--- src/rtl/uart_receiver.sv ---
// uart_receiver
//   8N1-style serial receiver. Works from a 16x (SAMPLE_RATE) oversample tick
//   supplied by the shared baud tick generator, pulses start_rx on every
//   detected start edge so the generator can realign its tick phase, samples
//   each bit at its centre and offers the received word on a valid/ready port.
//
// Ports
//   clock          in   system clock, rising edge
//   reset_n        in   asynchronous active-low reset
//   rx             in   serial line, idle high, asynchronous to clock
//   tick           in   one-cycle oversample strobe
//   start_rx       out  one-cycle pulse on start-edge detect (IDLE only)
//   data           out  received word, stable while data_valid=1
//   data_valid     out  word available, held until accepted
//   data_ready     in   consumer accepts word when data_valid & data_ready
//   framing_error  out  one-cycle pulse: stop bit sampled low, word discarded
//   overrun        out  one-cycle pulse: new word replaced an unaccepted one
//   state_dbg      out  current FSM state encoding (debug / checker hook)
//
// Handshake: a word is transferred on a rising clock edge where
//   data_valid=1 and data_ready=1. data_valid and data are held stable until
//   that edge, except when a newer word overwrites an unaccepted one (overrun).
//   data_ready while data_valid=0 has no effect.

module uart_receiver #(
    parameter int DATA_BITS   = 8,
    parameter int SAMPLE_RATE = 16
) (
    input  logic                 clock,
    input  logic                 reset_n,
    input  logic                 rx,
    input  logic                 tick,
    output logic                 start_rx,
    output logic [DATA_BITS-1:0] data,
    output logic                 data_valid,
    input  logic                 data_ready,
    output logic                 framing_error,
    output logic                 overrun,
    output logic [2:0]           state_dbg
);

    localparam int CW = $clog2(SAMPLE_RATE);
    localparam int BW = $clog2(DATA_BITS + 1);
    localparam logic [CW-1:0] HALF_CNT = CW'(SAMPLE_RATE / 2 - 1);
    localparam logic [CW-1:0] LAST_CNT = CW'(SAMPLE_RATE - 1);
    localparam logic [BW-1:0] LAST_BIT = BW'(DATA_BITS - 1);

    typedef enum logic [2:0] {
        S_IDLE  = 3'd0,
        S_START = 3'd1,
        S_DATA  = 3'd2,
        S_STOP  = 3'd3,
        S_BREAK = 3'd4
    } state_t;

    state_t               state;
    state_t               state_next;
    logic                 rx_meta;
    logic                 rx_s;
    logic                 rx_prev;
    logic [CW-1:0]        tick_cnt;
    logic [BW-1:0]        bit_cnt;
    logic [DATA_BITS-1:0] shift_reg;
    logic                 tick_last;
    logic                 sample_bit;
    logic                 word_done;
    logic                 frame_bad;

    assign state_dbg = state;
    assign tick_last = tick && (tick_cnt == LAST_CNT);

    // Two-flop synchronizer plus one history flop for edge detection.
    // Preset to 1 so reset does not look like a falling edge.
    always_ff @(posedge clock or negedge reset_n) begin
        if (!reset_n) begin
            rx_meta <= 1'b1;
            rx_s    <= 1'b1;
            rx_prev <= 1'b1;
        end else begin
            rx_meta <= rx;
            rx_s    <= rx_meta;
            rx_prev <= rx_s;
        end
    end

    always_ff @(posedge clock or negedge reset_n) begin
        if (!reset_n) begin
            state <= S_IDLE;
        end else begin
            state <= state_next;
        end
    end

    always_comb begin
        state_next = state;
        start_rx   = 1'b0;
        sample_bit = 1'b0;
        word_done  = 1'b0;
        frame_bad  = 1'b0;
        case (state)
            S_IDLE: begin
                if (rx_prev && !rx_s) begin
                    start_rx   = 1'b1;
                    state_next = S_START;
                end
            end
            S_START: begin
                // Start-bit centre: a line back high here was a glitch.
                if (tick && (tick_cnt == HALF_CNT)) begin
                    state_next = rx_s ? S_IDLE : S_DATA;
                end
            end
            S_DATA: begin
                if (tick_last) begin
                    sample_bit = 1'b1;
                    if (bit_cnt == LAST_BIT) begin
                        state_next = S_STOP;
                    end
                end
            end
            S_STOP: begin
                // Returning to IDLE at the stop-bit centre leaves half a bit
                // to catch a back-to-back start edge.
                if (tick_last) begin
                    if (rx_s) begin
                        word_done  = 1'b1;
                        state_next = S_IDLE;
                    end else begin
                        frame_bad  = 1'b1;
                        state_next = S_BREAK;
                    end
                end
            end
            S_BREAK: begin
                if (rx_s) begin
                    state_next = S_IDLE;
                end
            end
            default: state_next = S_IDLE;
        endcase
    end

    // Tick counter restarts on every state change; this also makes start_rx
    // win over a coincident tick.
    always_ff @(posedge clock or negedge reset_n) begin
        if (!reset_n) begin
            tick_cnt <= '0;
        end else if (state_next != state) begin
            tick_cnt <= '0;
        end else if (tick) begin
            tick_cnt <= tick_cnt + 1'b1;
        end
    end

    always_ff @(posedge clock or negedge reset_n) begin
        if (!reset_n) begin
            bit_cnt   <= '0;
            shift_reg <= '0;
        end else begin
            if (state != S_DATA) begin
                bit_cnt <= '0;
            end else if (sample_bit) begin
                bit_cnt <= bit_cnt + 1'b1;
            end
            // LSB arrives first: shift in at the MSB, move right.
            if (sample_bit) begin
                shift_reg <= {rx_s, shift_reg[DATA_BITS-1:1]};
            end
        end
    end

    always_ff @(posedge clock or negedge reset_n) begin
        if (!reset_n) begin
            data          <= '0;
            data_valid    <= 1'b0;
            framing_error <= 1'b0;
            overrun       <= 1'b0;
        end else begin
            framing_error <= frame_bad;
            overrun       <= 1'b0;
            if (word_done) begin
                // A word landing on the acceptance edge is not an overrun.
                data       <= shift_reg;
                data_valid <= 1'b1;
                overrun    <= data_valid && !data_ready;
            end else if (data_valid && data_ready) begin
                data_valid <= 1'b0;
            end
        end
    end

endmodule

--- config.mk ---
export PLATFORM = sky130hd
export DESIGN_NAME = uart_receiver
export DESIGN_NICKNAME = d
export VERILOG_FILES = /design/src/rtl/uart_receiver.sv
export SDC_FILE = /design/constraint.sdc
export NUM_CORES = 1
export LEC_CHECK = 0
export ABC_AREA = 0
export CAP_MARGIN = 20
export CORE_MARGIN = 5
export CORE_UTILIZATION = 50
export CTS_CLUSTER_DIAMETER = 200
export DETAILED_ROUTE_END_ITERATION = 7
export GPL_TIMING_DRIVEN = 0
export PLACE_DENSITY_LB_ADDON = 0.2
export REMOVE_ABC_BUFFERS = 1
export SLEW_MARGIN = 20
export SYNTH_ARGS = -nofsm -noshare
export SYNTH_HDL_FRONTEND = slang
export SYNTH_SLANG_ARGS = --single-unit
--- constraint.sdc ---
create_clock -name clock -period 2.24 [get_ports clock]
set_input_delay 0.224 -clock clock [delete_from_list [all_inputs] [get_ports clock]]
set_output_delay 0.224 -clock clock [all_outputs]
set_load 0.02 [all_outputs]
# [After elaboration in Yosys (flattened, before gate mapping)]
# Index checks and enable logic that the tools add are counted.
[word_totals] register_bits=33 output_inout_bits=15 word_cells=59 input_bits=5
[classes] eq_ne=9 reduce_logical=11 muxes=26 n_addsub=2
[ops] cell="$mux W3" count=7
[ops] cell="$mux W4" count=4
[ops] cell="$pmux W3 S5" count=1
[ops] cell="$mux W1" count=13
[ops] cell="$add A4 B1 Y4 const B" count=2
[ops] cell="$eq A4 B3 Y1 const B" count=2
[ops] cell="$eq A3 B2 Y1 const B" count=2
[ops] cell="$reduce_bool A2 Y1" count=3
[ops] cell="$logic_and A1 B1 Y1" count=5
[ops] cell="$eq A4 B4 Y1 const B" count=1
[ops] cell="$eq A3 B1 Y1 const B" count=1
[ops] cell="$eq A3 B3 Y1 const B" count=1
[ops] cell="$logic_not A3 Y1" count=1
[ops] cell="$ne A3 B2 Y1 const B" count=1
[ops] cell="$ne A3 B3 Y1" count=1
[ops] cell="$logic_not A1 Y1" count=2
[ops] cell="$mux W2" count=1

# [Depth between registers and ports, before layout]
[depth] depth_word=6 depth_mapped=6 depth_no_buf=5

# [Worst setup path after synthesis]
# OpenSTA, ideal clock, no wires.
[synth_path] kind="register -> register" from="register state[1], in the netlist state_dbg[1]" to="register shift_reg[0]" setup_time_ns=0.125 period_less_slack_ns=1.691 t_arrival_ns=1.567 slack_ns=0.549 n_path_buf=2 path_stages_with_launch=6 path_cell_list="dfrtp_1 > buf_6 > or3b_1 > buf_6 > nor2_8 > mux2_2"
[synth_between] elab_chain_len=2
[synth_lines] element="start: declaration" line="56" rtl="state_t state;"
[synth_lines] element="start signal: assignment" line="90" rtl="state <= state_next;"
[synth_lines] element="$eq A3 B2 Y1" line="100" rtl="case (state)"
[synth_lines] element="$mux W1" line="100"
[synth_lines] element="end signal: assignment" line="167" rtl="shift_reg <= {rx_s, shift_reg[DATA_BITS-1:1]};"
[synth_lines] element="end: declaration" line="63" rtl="logic [DATA_BITS-1:0] shift_reg;"
# Every way passes these cells.
# A chain may end at the register's enable or synchronous reset.

# [Final worst setup path]
[layout_path] from="register state[1], in the netlist state_dbg[1]" to="output start_rx"
[layout_between] elab_chain_len=2
[layout_lines] element="$logic_not A3 Y1" line="100"
[layout_lines] element="$mux W1" line="100"
[layout_lines] element="end: declaration" line="33" rtl="output logic start_rx,"
# Every way passes these cells.

==> reports/qor.csv <==
metric;value;unit
rsz0062_at_grt;false;
finalCriticalPeriod;2110;ps
die_height;63.9;um
max_stage_delay;620;ps
clock_sinks;33;
antenna_cells;0;
cts_root_buffer;clkbuf_4;
relSlewSlack;52.5;%
ff_latch_area;830;um^2
io_buffer_count;19;
synth_commonest_cells;dfrtp_1 (30), mux2_2 (15), nand2_1 (9);
worst_pin_slew;713;ps
synth_top_area_cell;dfrtp_1;
worstPathArrival;1890;ps
crit_required;2020;ps
clock_latency;350;ps
fp.dieW;63.9;um
fin_crit_sh;94.3;%
dpl.hpwl;1690;um
critPathLaunchType;flip-flop;
drtPass1Iterations;4;
final_max_slew_viol_count;0;
clk_pin_slew_worst_paths;120;ps
h-tree-depth;2;
start_util;52.6;%
drive_gt1_share;24.1;%
yosysUniqueCellTypes;30;
finalSetupTns;0;ps
power_leakage;0.803;nW
async_flop_share;100;%
ant_nets;0;
fin_nets;139;
synth-seq-cells;33;
wl_per_cell;14.9;um
netlist_instances;110;
gp_congestion;0.769;
yosys_most_used_dff;dfrtp_1;
grt_pass1_wl;4310;um
fin_worst_skew;16.9;ps
wirelength;2450;um
powerDensity;836;mW/mm^2
synth.most_common_cell;dfrtp_1;
cts_tree;yes;
drc;0;
synth-edff-count;0;
crit_chain;nor2_1, and3_1, clkdlybuf4s50_1;
syn_area;0.00145;mm^2
first_iter_violations;17;
area_growth;18.9;%
dp_cells;155;
io-pin-count;20;
whs;285;ps
fillers;233;
critical_path.top_delay_family;buffers and inverters;
status;complete, no violations;
yosysSeqAreaShare;57.2;%
cpMaxStageDelayCell;clkdlybuf4s50_1;
vdd_ir_drop_max;0.000720;V
cts_buffers;5;
multi_input_area;573;um^2
cts_resized;0;
synth.area.top_cells;dfrtp_1 (52%), mux2_2 (12%), dfstp_2 (5.4%);
path_class;reg -> out;
via_per_inst;5.49;
worst-path-buf-inv;1;
hold_viol_final;0;
end_kind;primary output;
maxCapViolations;0;
grt_start_max_net_pins;34;
hold_path_class;in -> reg;
antenna_found_initial;0;
synth_top_area_share;51.8;%
grt_use_total;13.7;%
avgSynthCellArea;13.2;um^2
dieArea;0.00408;mm^2
clk_path_buf_depth;2;
num_vias;900;
num_rows;19;
setup_viol;0;
fmaxAchievable;473;MHz
grt_pass1_vias;934;
core-area;0.00276;mm^2
grt-ovfl-total;0;
final_cells;164;
yosys_warnings;0;
cp_max_fo;8;
-- cells in the final DEF, fill, tap and decap left out, types with 2 or more instances in the layout --
master           count
xnor2_1              2
nand3_1              2
dfrtp_1             30
and4_1               2
nand4_1              2
a21oi_1              3
mux2_2              15
ha_1                 2
nand2b_1             2
clkdlybuf4s50_1     18
xor2_1               5
nand2_1              9
o21ai_0              2
nor2_1               8
nor3_1               5
dfstp_2              3
clkbuf_4             5
-- report_power, final --
| part | total, W | internal, W | switching, W |
|---|---|---|---|
| sequential | 0.000736 | 0.000651 | 0.0000853 |
| combinational | 0.000254 | 0.000119 | 0.000135 |
| clock | 0.000451 | 0.000236 | 0.000215 |
| total | 0.00144 | 0.00101 | 0.000435 |
-- layer usage --
metal	wire (um)	part of all wire (%)	global-route usage, %	vias to the layer above
met1	1100	45	16.4	451
met4	34	1.4	7.01	0
met5	0	0	0	-
met3	103	4.2	4.90	4
li1	-	-	-	428
met2	1210	49	21.6	17
-- timing repair --
action                    CTS  global route
buffers inserted            0             0
hold buffers                1             0
hold endpoints to repair   30             0
-- cell type report --
cell class | count | area share, %
Clock buffer | 5 | 2.18
Clock inverter | 3 | 2.69
Inverter | 1 | 0.218
Multi-Input combinational cell | 71 | 33.2
Sequential cell | 33 | 48.1
Tap cell | 31 | 2.25
Timing Repair Buffer | 20 | 11.3
-- worst paths after layout --
kind	start	slack, ps	to	cells after the start
max	state_dbg[1]	130	start_rx	3
min	rx	290	rx_meta	1
min in group asynchronous	reset_n	450	state_dbg[2]	2
min reg2reg	rx_meta	360	rx_s	0
max in group asynchronous	reset_n	1310	tick_cnt[1]	2
max reg2reg	tick_cnt[0]	440	data[7]	4
-- per-stage QoR --
| stage | setup slack, ps | instance area [um^2] | total power, W | util (%) |
|---|---|---|---|---|
| floorplan | 485 | 1410 | 0.000903 | - |
| global placement | 236 | 1640 | 0.000996 | 59.3 |
| detailed placement | 168 | 1630 | 0.00100 | 59.1 |
| CTS | 96.5 | 1720 | 0.00146 | 62.5 |
| global route | 4.60 | 1720 | 0.00153 | 62.5 |
| finish | 128 | 1720 | 0.00144 | 62.5 |
-- logic make-up (layout without fill, tap and decap cells) --
logic type | Yosys count | count (layout) | synth area share (%)
compound gates | 8 | 8 | 3.97
buf+inv | 6 | 29 | 3.28
mux | 17 | 17 | 13.1
fa+ha+maj | 2 | 2 | 1.73
xor+xnor | 7 | 7 | 4.23
flops | 33 | 33 | 57.2
simple gates | 37 | 37 | 16.5
Note: power is estimated with default switching activity, not from simulation.
